### src/rtl/nbody_body_loader.sv
// Streams a framed set of N-body initial conditions into the state BRAM.
// Frame: HEADER, 5N payload words (x, y, vx, vy, mass per body), XOR checksum.
module nbody_body_loader #(
  parameter int          N          = 16,
  parameter logic [15:0] HEADER     = 16'hB0D1,
  parameter int          RAM_ADDR_W = $clog2(N) + 3
) (
  input  logic                  clk,
  input  logic                  reset,
  input  logic [15:0]           s_data,
  input  logic                  s_valid,
  output logic                  s_ready,
  input  logic                  sim_busy,
  output logic [RAM_ADDR_W-1:0] ram_addr,
  output logic [15:0]           ram_wdata,
  output logic                  ram_wren,
  output logic                  load_busy,
  output logic                  load_done,
  output logic                  load_error
);

  localparam int BW = $clog2(N);
  localparam logic [BW-1:0] LAST_BODY = BW'(N - 1);

  typedef enum logic [1:0] {HUNT, LOAD, CSUM} state_t;

  state_t                  state, state_n;
  logic [BW-1:0]           body_idx, body_idx_n;
  logic [2:0]              field, field_n;
  logic [15:0]             csum, csum_n;
  logic [RAM_ADDR_W-1:0]   ram_addr_n;
  logic [15:0]             ram_wdata_n;
  logic                    ram_wren_n, load_done_n, load_error_n;
  logic                    accept;

  // sim_busy gates acceptance, so every counter freezes for free while stalled
  assign s_ready   = !reset && !sim_busy;
  assign accept    = s_valid && s_ready;
  assign load_busy = (state != HUNT);

  always_ff @(posedge clk) begin
    if (reset) begin
      state      <= HUNT;
      body_idx   <= '0;
      field      <= '0;
      csum       <= '0;
      ram_addr   <= '0;
      ram_wdata  <= '0;
      ram_wren   <= 1'b0;
      load_done  <= 1'b0;
      load_error <= 1'b0;
    end else begin
      state      <= state_n;
      body_idx   <= body_idx_n;
      field      <= field_n;
      csum       <= csum_n;
      ram_addr   <= ram_addr_n;
      ram_wdata  <= ram_wdata_n;
      ram_wren   <= ram_wren_n;
      load_done  <= load_done_n;
      load_error <= load_error_n;
    end
  end

  always_comb begin
    state_n      = state;
    body_idx_n   = body_idx;
    field_n      = field;
    csum_n       = csum;
    ram_addr_n   = ram_addr;
    ram_wdata_n  = ram_wdata;
    ram_wren_n   = 1'b0;
    load_done_n  = load_done;
    load_error_n = load_error;
    case (state)
      HUNT: begin
        if (accept && s_data == HEADER) begin
          body_idx_n   = '0;
          field_n      = '0;
          csum_n       = '0;
          load_done_n  = 1'b0;
          load_error_n = 1'b0;
          state_n      = LOAD;
        end
      end
      LOAD: begin
        if (accept) begin
          ram_wren_n  = 1'b1;
          ram_addr_n  = RAM_ADDR_W'({body_idx, field});
          ram_wdata_n = s_data;
          csum_n      = csum ^ s_data;
          if (field == 3'd4) begin
            field_n    = '0;
            body_idx_n = body_idx + 1'b1;
            if (body_idx == LAST_BODY) state_n = CSUM;
          end else begin
            field_n = field + 3'd1;
          end
        end
      end
      CSUM: begin
        if (accept) begin
          load_done_n  = (s_data == csum);
          load_error_n = (s_data != csum);
          state_n      = HUNT;
        end
      end
      default: state_n = HUNT;
    endcase
  end

endmodule

### config.mk
export PLATFORM = sky130hd
export DESIGN_NAME = nbody_body_loader
export DESIGN_NICKNAME = d
export VERILOG_FILES = /design/src/rtl/nbody_body_loader.sv
export SDC_FILE = /design/constraint.sdc
export NUM_CORES = 1
export LEC_CHECK = 0
export CAP_MARGIN = 30
export CORE_MARGIN = 4
export CORE_UTILIZATION = 51
export CTS_CLUSTER_SIZE = 12
export DETAILED_ROUTE_END_ITERATION = 10
export GPL_TIMING_DRIVEN = 0
export PLACE_DENSITY_LB_ADDON = 0.08
export SLEW_MARGIN = 25
export SYNTH_ARGS = -nofsm -noshare
export SYNTH_HDL_FRONTEND = slang
export SYNTH_SLANG_ARGS = --single-unit
### constraint.sdc
create_clock -name clk -period 2.2 [get_ports clk]
set_input_delay 0.44 -clock clk [delete_from_list [all_inputs] [get_ports clk]]
set_output_delay 0.44 -clock clk [all_outputs]
set_load 0.01 [all_outputs]
## Word level (Yosys, flattened, before mapping)

Cells that the tools add are included.

- Bits in registers: 51
- Input port bits: 20
- Word-level logic and storage cells: 63
- Output and inout port bits: 28

- Equal/unequal tests: 12
- Reduce and logical (&&, ||, !) cells: 15
- Mux-type cells: 23
- Bitwise operators: 2
- Add/sub/neg operators: 2

Operators by type and width:

| cell | number |
|---|---|
| $mux W16 | 2 |
| $pmux W16 S2 | 1 |
| $eq A16 B16 Y1 | 1 |
| $eq A16 B16 Y1 const B | 1 |
| $ne A16 B16 Y1 | 1 |
| $xor A16 B16 Y16 | 1 |
| $mux W4 | 3 |
| $mux W2 | 5 |
| $ne A2 B2 Y1 const B | 5 |
| $mux W3 | 3 |
| $pmux W4 S2 | 1 |
| $pmux W2 S3 | 1 |
| $pmux W3 S2 | 1 |
| $reduce_and A3 Y1 | 2 |
| $reduce_bool A2 Y1 | 3 |
| $reduce_and A5 Y1 | 1 |
| $add A4 B1 Y4 const B | 1 |
| $eq A4 B4 Y1 const B | 1 |
| $mux W1 | 4 |
| $pmux W1 S2 | 2 |
| $reduce_and A4 Y1 | 1 |
| $add A3 B1 Y3 const B | 1 |
| $eq A3 B3 Y1 const B | 1 |
| $logic_and A1 B1 Y1 | 3 |
| other kinds (7) | 8 |

## Logic depth before layout (Yosys ltp)

Gate-level depths: netlist of run 1.

- Depth in word-level cells: 6
- Depth in mapped cells: 7
- Mapped depth without buffers: 6

## Least setup slack after synthesis of run 1

OpenSTA, ideal clock, no wires.

- Path kind: input to register
- From: input reset
- To: register state[1]
- Data arrival time: 1.711 ns
- Data required time: 2.079 ns
- Cell stages on the path: 7
- Setup time: 0.121 ns
- Path buffers: 2
- Setup slack: 0.369 ns
- Cell sequence: buf_2 -> nor3b_2 -> nand4_1 -> or2_1 -> buf_6 -> nand3_2 -> mux2_2

- Word-level cells in the longest chain between the ends: 6
- Elaborated cells on any way between the ends: 8
- Those cells by class: eq/ne (3); reduce/logical (5)

Ends and longest elaborated chain:

| element | line | source |
|---|---|---|
| start: declaration | 9 | `input logic reset,` |
| $logic_not A1 Y1 | 37 | `assign s_ready = !reset && !sim_busy;` |
| $logic_and A1 B1 Y1 | 37 |  |
| $logic_and A1 B1 Y1 | 38 | `assign accept = s_valid && s_ready;` |
| $logic_and A1 B1 Y1 | 77 | `if (accept && s_data == HEADER) begin` |
| $ne A2 B2 Y1 (no line) | - |  |
| $reduce_and A5 Y1 (no line) | - |  |
| end signal: assignment | 53 | `state <= state_n;` |
| end: declaration | 27 | `state_t state, state_n;` |

Parallel ways exist; a longest one is shown, timed or not.
A chain may end at the register's enable or synchronous reset.

## Final worst setup path of run 1

- From: input s_data[10]
- To: register state[1]

- Word-level cells in the longest chain between the ends: 4

Ends and longest elaborated chain:

| element | line | source |
|---|---|---|
| start: declaration | 10 | `input logic [15:0] s_data,` |
| $eq A16 B16 Y1 | 77 |  |
| $logic_and A1 B1 Y1 | 77 |  |
| $ne A2 B2 Y1 (no line) | - |  |
| $reduce_and A5 Y1 (no line) | - |  |

Every way passes these cells.

==> flow_metrics.py, run 1 <==
metrics = {
    "clocking": {
        "cts_buffers": 5,
        "cts_sinks": 51,
        "cts_resized": 0,
        "cts_tree": "done",
        "clockRootBuffer": "clkbuf_8",
        "insertion_delay_ns": 0.31,
        "cts_hold_buf": 0,
        "ctsHtreeMaxLevel": 2,
        "cts_setup_buffers": 0,
        "cts_max_path_buffers": 2,
        "clk_pin_slew_ns": 0.09,
    },
    "layout": {
        "final_cell_mix": "75 x nand2_1, 51 x a21oi_1, 51 x dfxtp_1, 45 x clkdlybuf4s50_1, 16 x xnor2_1",
        "fillerInstances": 387,
        "design_area_um2": 3020,
        "fin_nets": 370,
        "flow.area_growth_from_synthesis_pct": 27.6,
        "drive_above_1_share_pct": 8.33,
        "final-instance-count-excl-fill": 400,
        "final_common_cell": "nand2_1",
        "diodes": 0,
    },
    "synth": {
        "synth_compound_area_share_pct": 19.0,
        "ys_ff_latch": 51,
        "synth_mux_area_share_pct": 1.32,
        "synth_fa_ha_area_share_pct": 1.59,
        "synthDistinctLibCells": 39,
        "synth.avg_cell_area_um2": 8.04,
        "synth_top_family_by_area": "simple AND/OR/NAND/NOR gates",
        "yosys.area_share.simple_pct": 24.7,
        "synth_seq_area_share_pct": 43.2,
        "synthXorXnorAreaFrac_pct": 5.93,
        "synth_nets": 317,
        "synth_area_um2": 2360,
        "ys_warn_count": 0,
        "syn_inst": 294,
    },
    "setup_path": {
        "crit_family": "simple AND/OR/NAND/NOR gates",
        "slowest_stage": "clkdlybuf4s50_1",
        "critical_path.max_stage_delay_ns": 0.54,
        "end_kind": "flip-flop",
        "critPathLaunchType": "primary input",
        "path_cells": "clkdlybuf4s50_1, nor4b_2, nand4_1, or2_1, buf_6, nand3_2, mux2_2",
        "crit_buf_inv": 2,
        "critPathArrivalTime_ns": 2.30,
        "required_ns": 2.40,
        "path_max_fanout": 9,
        "crit_type": "primary input to flip-flop",
    },
    "floorplanning": {
        "fp-row-count": 24,
        "fp.dieH_um": 76.1,
        "initial_utilization_pct": 53.5,
        "die_w_um": 76.1,
        "io_pins": 48,
        "core_area_um2": 4410,
        "dieArea_um2": 5790,
    },
    "pwr": {
        "power.density_nw_per_um2": 561,
        "vdd_drop_max_uv": 273,
        "comb_power_share_pct": 6.5,
        "p_int_mw": 1.31,
        "swShare_pct": 22.4,
        "p_leak_nw": 1.01,
        "seqPwrFrac_pct": 54.5,
        "p_sw_uw": 379,
        "clockPowerShare_pct": 39.0,
    },
    "timing": {
        "final.period_utilization_pct": 95.4,
        "rsz0062_at_grt": "no",
        "setup_violations": 0,
        "skew_ns": 0.0118,
        "maxSlewHeadroom_pct": 63.4,
        "drv_slew": 0,
        "timing.fmax_mhz": 476,
        "post-route-min-period_ns": 2.10,
        "worst_pin_slew_ns": 0.549,
        "finalSetupTns_ns": 0,
        "hold_viol": 0,
        "fin_ws_ns": 0.101,
    },
    "global_routing": {
        "first_global_vias": 2055,
        "antenna_found_initial": 0,
        "grtUsageTotal_pct": 20.5,
        "grt_pass1_wl_um": 10000,
        "grt_overflow": 0,
        "grt_start_max_net_pins": 17,
    },
    "placed_design": {
        "dp_hpwl_um": 4150,
        "place_area_um2": 2890,
        "dp_cells": 392,
        "portBuffers": 46,
        "place.gp.congestion": 0.878,
        "dp_slack_ns": -0.303,
    },
    "run": {
        "drv_cap": 0,
    },
    "drt": {
        "postRouteWirelength_um": 5810,
        "drc": 0,
        "wl_per_cell_um": 14.5,
        "viasPerCell": 5.52,
        "drtAntennaViolNets": 0,
        "drtIter0Drc": 120,
        "first_pass_iters": 4,
        "dr_total_vias": 2207,
    },
    "status": {
        "status": "finished, final reports clean",
    },
    "min_path": {
        "hp-class": "flip-flop to flip-flop",
    },
}
-- through the flow --
step	hold slack (ns)	power, mW	utilization [%]
2_1_floorplan	0.449	0.986	-
3_3_place_gp	0.441	1.05	65.4
3_5_place_dp	0.445	1.05	65.4
4_1_cts	0.459	1.71	68.0
5_1_grt	0.476	1.75	68.3
6_report	0.455	1.69	68.3
-- registers in the layout, indices dropped and copies added (netlist names) --
register    count
body_idx        4
csum           16
field           3
load_done       1
load_error      1
ram_addr        7
ram_wdata      16
ram_wren        1
state           2
-- synth_stat cells, drive strengths merged --
| library cell | n | share of area [%] |
|---|---|---|
| a21o | 1 | 0.32 |
| a21oi | 51 | 11 |
| a311oi | 11 | 4.1 |
| a32oi | 1 | 0.37 |
| and2b | 1 | 0.32 |
| and3 | 1 | 0.26 |
| buf | 11 | 2.7 |
| clkbuf | 7 | 1.1 |
| dfxtp | 51 | 43 |
| ha | 3 | 1.6 |
| inv | 3 | 0.48 |
| mux2 | 1 | 0.48 |
| mux2i | 2 | 0.85 |
| nand2 | 77 | 12 |
| nand2b | 5 | 1.3 |
| nand3 | 6 | 1.5 |
| nand3b | 7 | 2.2 |
| nand4 | 7 | 1.9 |
| nor2 | 7 | 1.1 |
| nor2b | 2 | 0.53 |
| nor3 | 2 | 0.42 |
| nor3b | 1 | 0.53 |
| nor4 | 1 | 0.26 |
| nor4b | 2 | 0.74 |
| nor4bb | 1 | 0.42 |
| o21a | 1 | 0.32 |
| o21ai | 8 | 1.7 |
| o21ba | 1 | 0.42 |
| o22ai | 1 | 0.26 |
| o31ai | 1 | 0.32 |
| o41ai | 1 | 0.37 |
| or2 | 3 | 0.79 |
| xnor2 | 16 | 5.9 |
-- cell families after synthesis --
group	count (synthesis)
fa+ha+maj	3
simple gates	123
compound gates	77
mux	3
flops	51
xor+xnor	16
buf+inv	21
-- metal layers --
metal / vias up / global-route usage, % / share of wire, % / wire length [µm]
li1: 1123 / - / - / -
met1: 1012 / 27.6 / 48 / 2770
met2: 63 / 34.0 / 45 / 2620
met3: 9 / 4.37 / 5.8 / 337
met4: 0 / 4.20 / 1.2 / 72
met5: - / 0 / 0 / 0
-- path summary, 6_finish.rpt --
path,to,from,slack [ns],depth (start not counted)
max,state[1],s_data[10],0.10,7
max reg2reg,state[1],state[1],0.41,7
min,ram_addr[2],ram_addr[2],0.45,2
min reg2reg,ram_addr[2],ram_addr[2],0.45,2
-- area by class of cell --
cell class / instances / area [µm²] / share of cell area (%)
Clock inverter: 3 / 43.8 / 1.45
Inverter: 3 / 11.3 / 0.373
Buffer: 18 / 90.1 / 2.99
Clock buffer: 5 / 68.8 / 2.28
Timing Repair Buffer: 46 / 463 / 15.3
Tap cell: 52 / 65.1 / 2.16
Sequential cell: 51 / 1020 / 33.8
Multi-Input combinational cell: 222 / 1250 / 41.6
-- worst register-to-register path, cell delays in order (launching register included) --
cell	delay [ns]
dfxtp_1	0.30
clkbuf_1	0.18
nor4b_2	0.26
nand4_1	0.13
or2_1	0.25
buf_6	0.15
nand3_2	0.09
mux2_2	0.33
-- power groups by stage --
stage / sequential (mW) / combinational [mW] / clock [mW]
floorplan: 0.944 / 0.0417 / 0
global placement: 0.944 / 0.108 / 0
detailed placement: 0.944 / 0.107 / 0
CTS: 0.922 / 0.108 / 0.679
global route: 0.923 / 0.120 / 0.710
finish: 0.922 / 0.110 / 0.659
(Power assumes the default switching activity.)
==> inputs of run 2 (changes only) <==
--- a/config.mk
+++ b/config.mk
@@ -5,13 +5,16 @@
 export SDC_FILE = /design/constraint.sdc
 export NUM_CORES = 1
 export LEC_CHECK = 0
+export ABC_AREA = 0
 export CAP_MARGIN = 30
+export CORE_ASPECT_RATIO = 0.9
 export CORE_MARGIN = 4
 export CORE_UTILIZATION = 51
 export CTS_CLUSTER_SIZE = 12
 export DETAILED_ROUTE_END_ITERATION = 10
 export GPL_TIMING_DRIVEN = 0
 export PLACE_DENSITY_LB_ADDON = 0.08
+export SETUP_SLACK_MARGIN = 0.05
 export SLEW_MARGIN = 25
 export SYNTH_ARGS = -nofsm -noshare
 export SYNTH_HDL_FRONTEND = slang
==> flow_metrics.py, run 2 (synthesis gave the netlist of run 1 again) <==
metrics = {
    "setup_path": {
        "critical_path.max_stage_delay_ns": 0.55,
        "required_ns": 2.41,
        "crit_type": "primary input to flip-flop",
        "end_kind": "flip-flop",
        "crit_buf_inv": 2,
        "r2r-start": "state[1]",
        "slowest_stage": "clkdlybuf4s50_1",
        "critPathLaunchType": "primary input",
        "crit_family": "simple AND/OR/NAND/NOR gates",
        "critPathArrivalTime_ns": 2.26,
        "r2r_slack_ns": 0.41,
        "path_cells": "clkdlybuf4s50_1, nor4b_4, nand4_1, or2_1, buf_6, nand3_2, mux2_2",
        "r2r_end": "state[1]",
        "path_max_fanout": 9,
        "reg2reg_depth": 7,
    },
    "placed_design": {
        "dp_slack_ns": -0.363,
        "dp_hpwl_um": 4160,
        "place_area_um2": 2900,
        "portBuffers": 46,
        "place.gp.congestion": 0.858,
    },
    "clocking": {
        "clk_pin_slew_ns": 0.09,
        "ctsHtreeMaxLevel": 2,
        "cts_hold_buf": 0,
        "cts_buffers": 5,
        "clockRootBuffer": "clkbuf_8",
        "cts_sinks": 51,
        "insertion_delay_ns": 0.31,
        "cts_setup_buffers": 0,
        "cts_max_path_buffers": 2,
        "cts_tree": "done",
    },
    "timing": {
        "skew_ns": 0.00601,
        "drv_slew": 0,
        "hold_viol": 0,
        "finalSetupTns_ns": 0,
        "timing.fmax_mhz": 488,
        "maxSlewHeadroom_pct": 64.6,
        "setup_violations": 0,
        "rsz0062_at_grt": "no",
        "post-route-min-period_ns": 2.05,
        "final.period_utilization_pct": 93.1,
        "fin_ws_ns": 0.151,
        "worst_pin_slew_ns": 0.531,
    },
    "pwr": {
        "p_leak_nw": 1.04,
        "vdd_drop_max_uv": 375,
        "power.density_nw_per_um2": 590,
        "finalPower_mw": 1.81,
    },
    "drt": {
        "wl_per_cell_um": 14.4,
        "dr_total_vias": 2179,
        "postRouteWirelength_um": 5890,
        "drtAntennaViolNets": 0,
        "first_pass_iters": 5,
        "drc": 0,
        "viasPerCell": 5.31,
        "drtIter0Drc": 172,
    },
    "global_routing": {
        "grtUsageTotal_pct": 21.5,
        "first_global_vias": 2019,
        "grt_pass1_wl_um": 9810,
        "grt_start_max_net_pins": 17,
        "grt_overflow": 0,
        "antenna_found_initial": 0,
    },
    "layout": {
        "final_common_cell": "nand2_1",
        "flow.area_growth_from_synthesis_pct": 30.0,
        "diodes": 0,
        "reg_top3": "csum: 16 flops, ram_wdata: 16 flops, ram_addr: 7 flops",
        "fin_nets": 370,
        "drive_above_1_share_pct": 8.62,
        "design_area_um2": 3070,
        "final_cell_mix": "75 x nand2_1, 51 x a21oi_1, 51 x dfxtp_1, 42 x clkdlybuf4s50_1, 16 x xnor2_1",
    },
    "floorplanning": {
        "fp.dieH_um": 72.6,
        "die_w_um": 79.8,
        "io_pins": 48,
        "fp-row-count": 23,
        "dieArea_um2": 5790,
        "core_area_um2": 4460,
        "initial_utilization_pct": 53.0,
    },
    "min_path": {
        "min_to": "ram_addr[2]",
        "hp-class": "flip-flop to flip-flop",
        "whs_path_depth": 2,
        "min_from": "ram_addr[2]",
    },
    "run": {
        "drv_cap": 0,
    },
    "status": {
        "status": "finished, final reports clean",
    },
}
==> run 2: changes by cell type in the layout (fill, tap and decap cells not counted), sizes merged <==
cell,before,now
dlygate4sd2,0,1
dlymetal6s2s,1,3
bufinv,1,2
clkinv,2,0
clkinvlp,0,1
clkdlybuf4s50,45,42
==> run 2: routing by layer <==
layer | vias up | wire length, µm | GRT usage (%)
met3 | 8 | 306 | 3.83
met4 | 0 | 65 | 5.07
met1 | 996 | 2860 | 30.6
met2 | 51 | 2650 | 34.0
met5 | - | 0 | 0
li1 | 1124 | - | -
==> run 2: cell type report <==
class	instances	area, µm²
tap	62	77.6
fill	381	1390
timing repair buffer	46	467
clock buffer	5	68.8
clock inverter	3	67.6
inverter	3	11.3
multi-input combinational	222	1270
buffer	18	90.1
sequential	51	1020
==> run 2: worst register-to-register path: cells and delay by family, from the launching register on <==
kind,cells,cell delay [ns]
flip-flops,1,0.31
buffers and inverters,2,0.32
AND/OR/NAND/NOR,4,0.75
multiplexers,1,0.33
==> run 2: how the worst max path moves through the flow <==
stage	startpoint	to	slack (ns)	depth (start not counted)
2_1_floorplan	reset	state[1]	0.37	7
3_3_place_gp	s_data[10]	state[1]	-0.38	7
3_5_place_dp	s_data[10]	state[1]	-0.36	7
4_1_cts	s_data[10]	state[1]	0.08	7
5_1_grt	s_data[15]	state[1]	0.07	7
6_report	s_data[11]	state[1]	0.15	7
==> run 2: repair_timing <==
| action | CTS | global route |
|---|---|---|
| gates resized for setup | 2 | 6 |
| endpoints found under the setup margin | 3 | 1 |
| cloned | 0 | 0 |
==> run 2: stage by stage <==
step	hold slack [ns]	std cells	util, %
final	0.456	410	68.9
after global routing	0.478	410	68.9
after CTS	0.459	410	68.2
after detailed placement	0.446	402	65.0
after global placement	0.441	402	65.0
after floorplan	0.449	294	-
==> run 2: power breakdown <==
group	switching [mW]	internal, mW
logic	0.0608	0.0513
registers	0.000000317	0.922
clock network	0.325	0.453
total	0.386	1.43
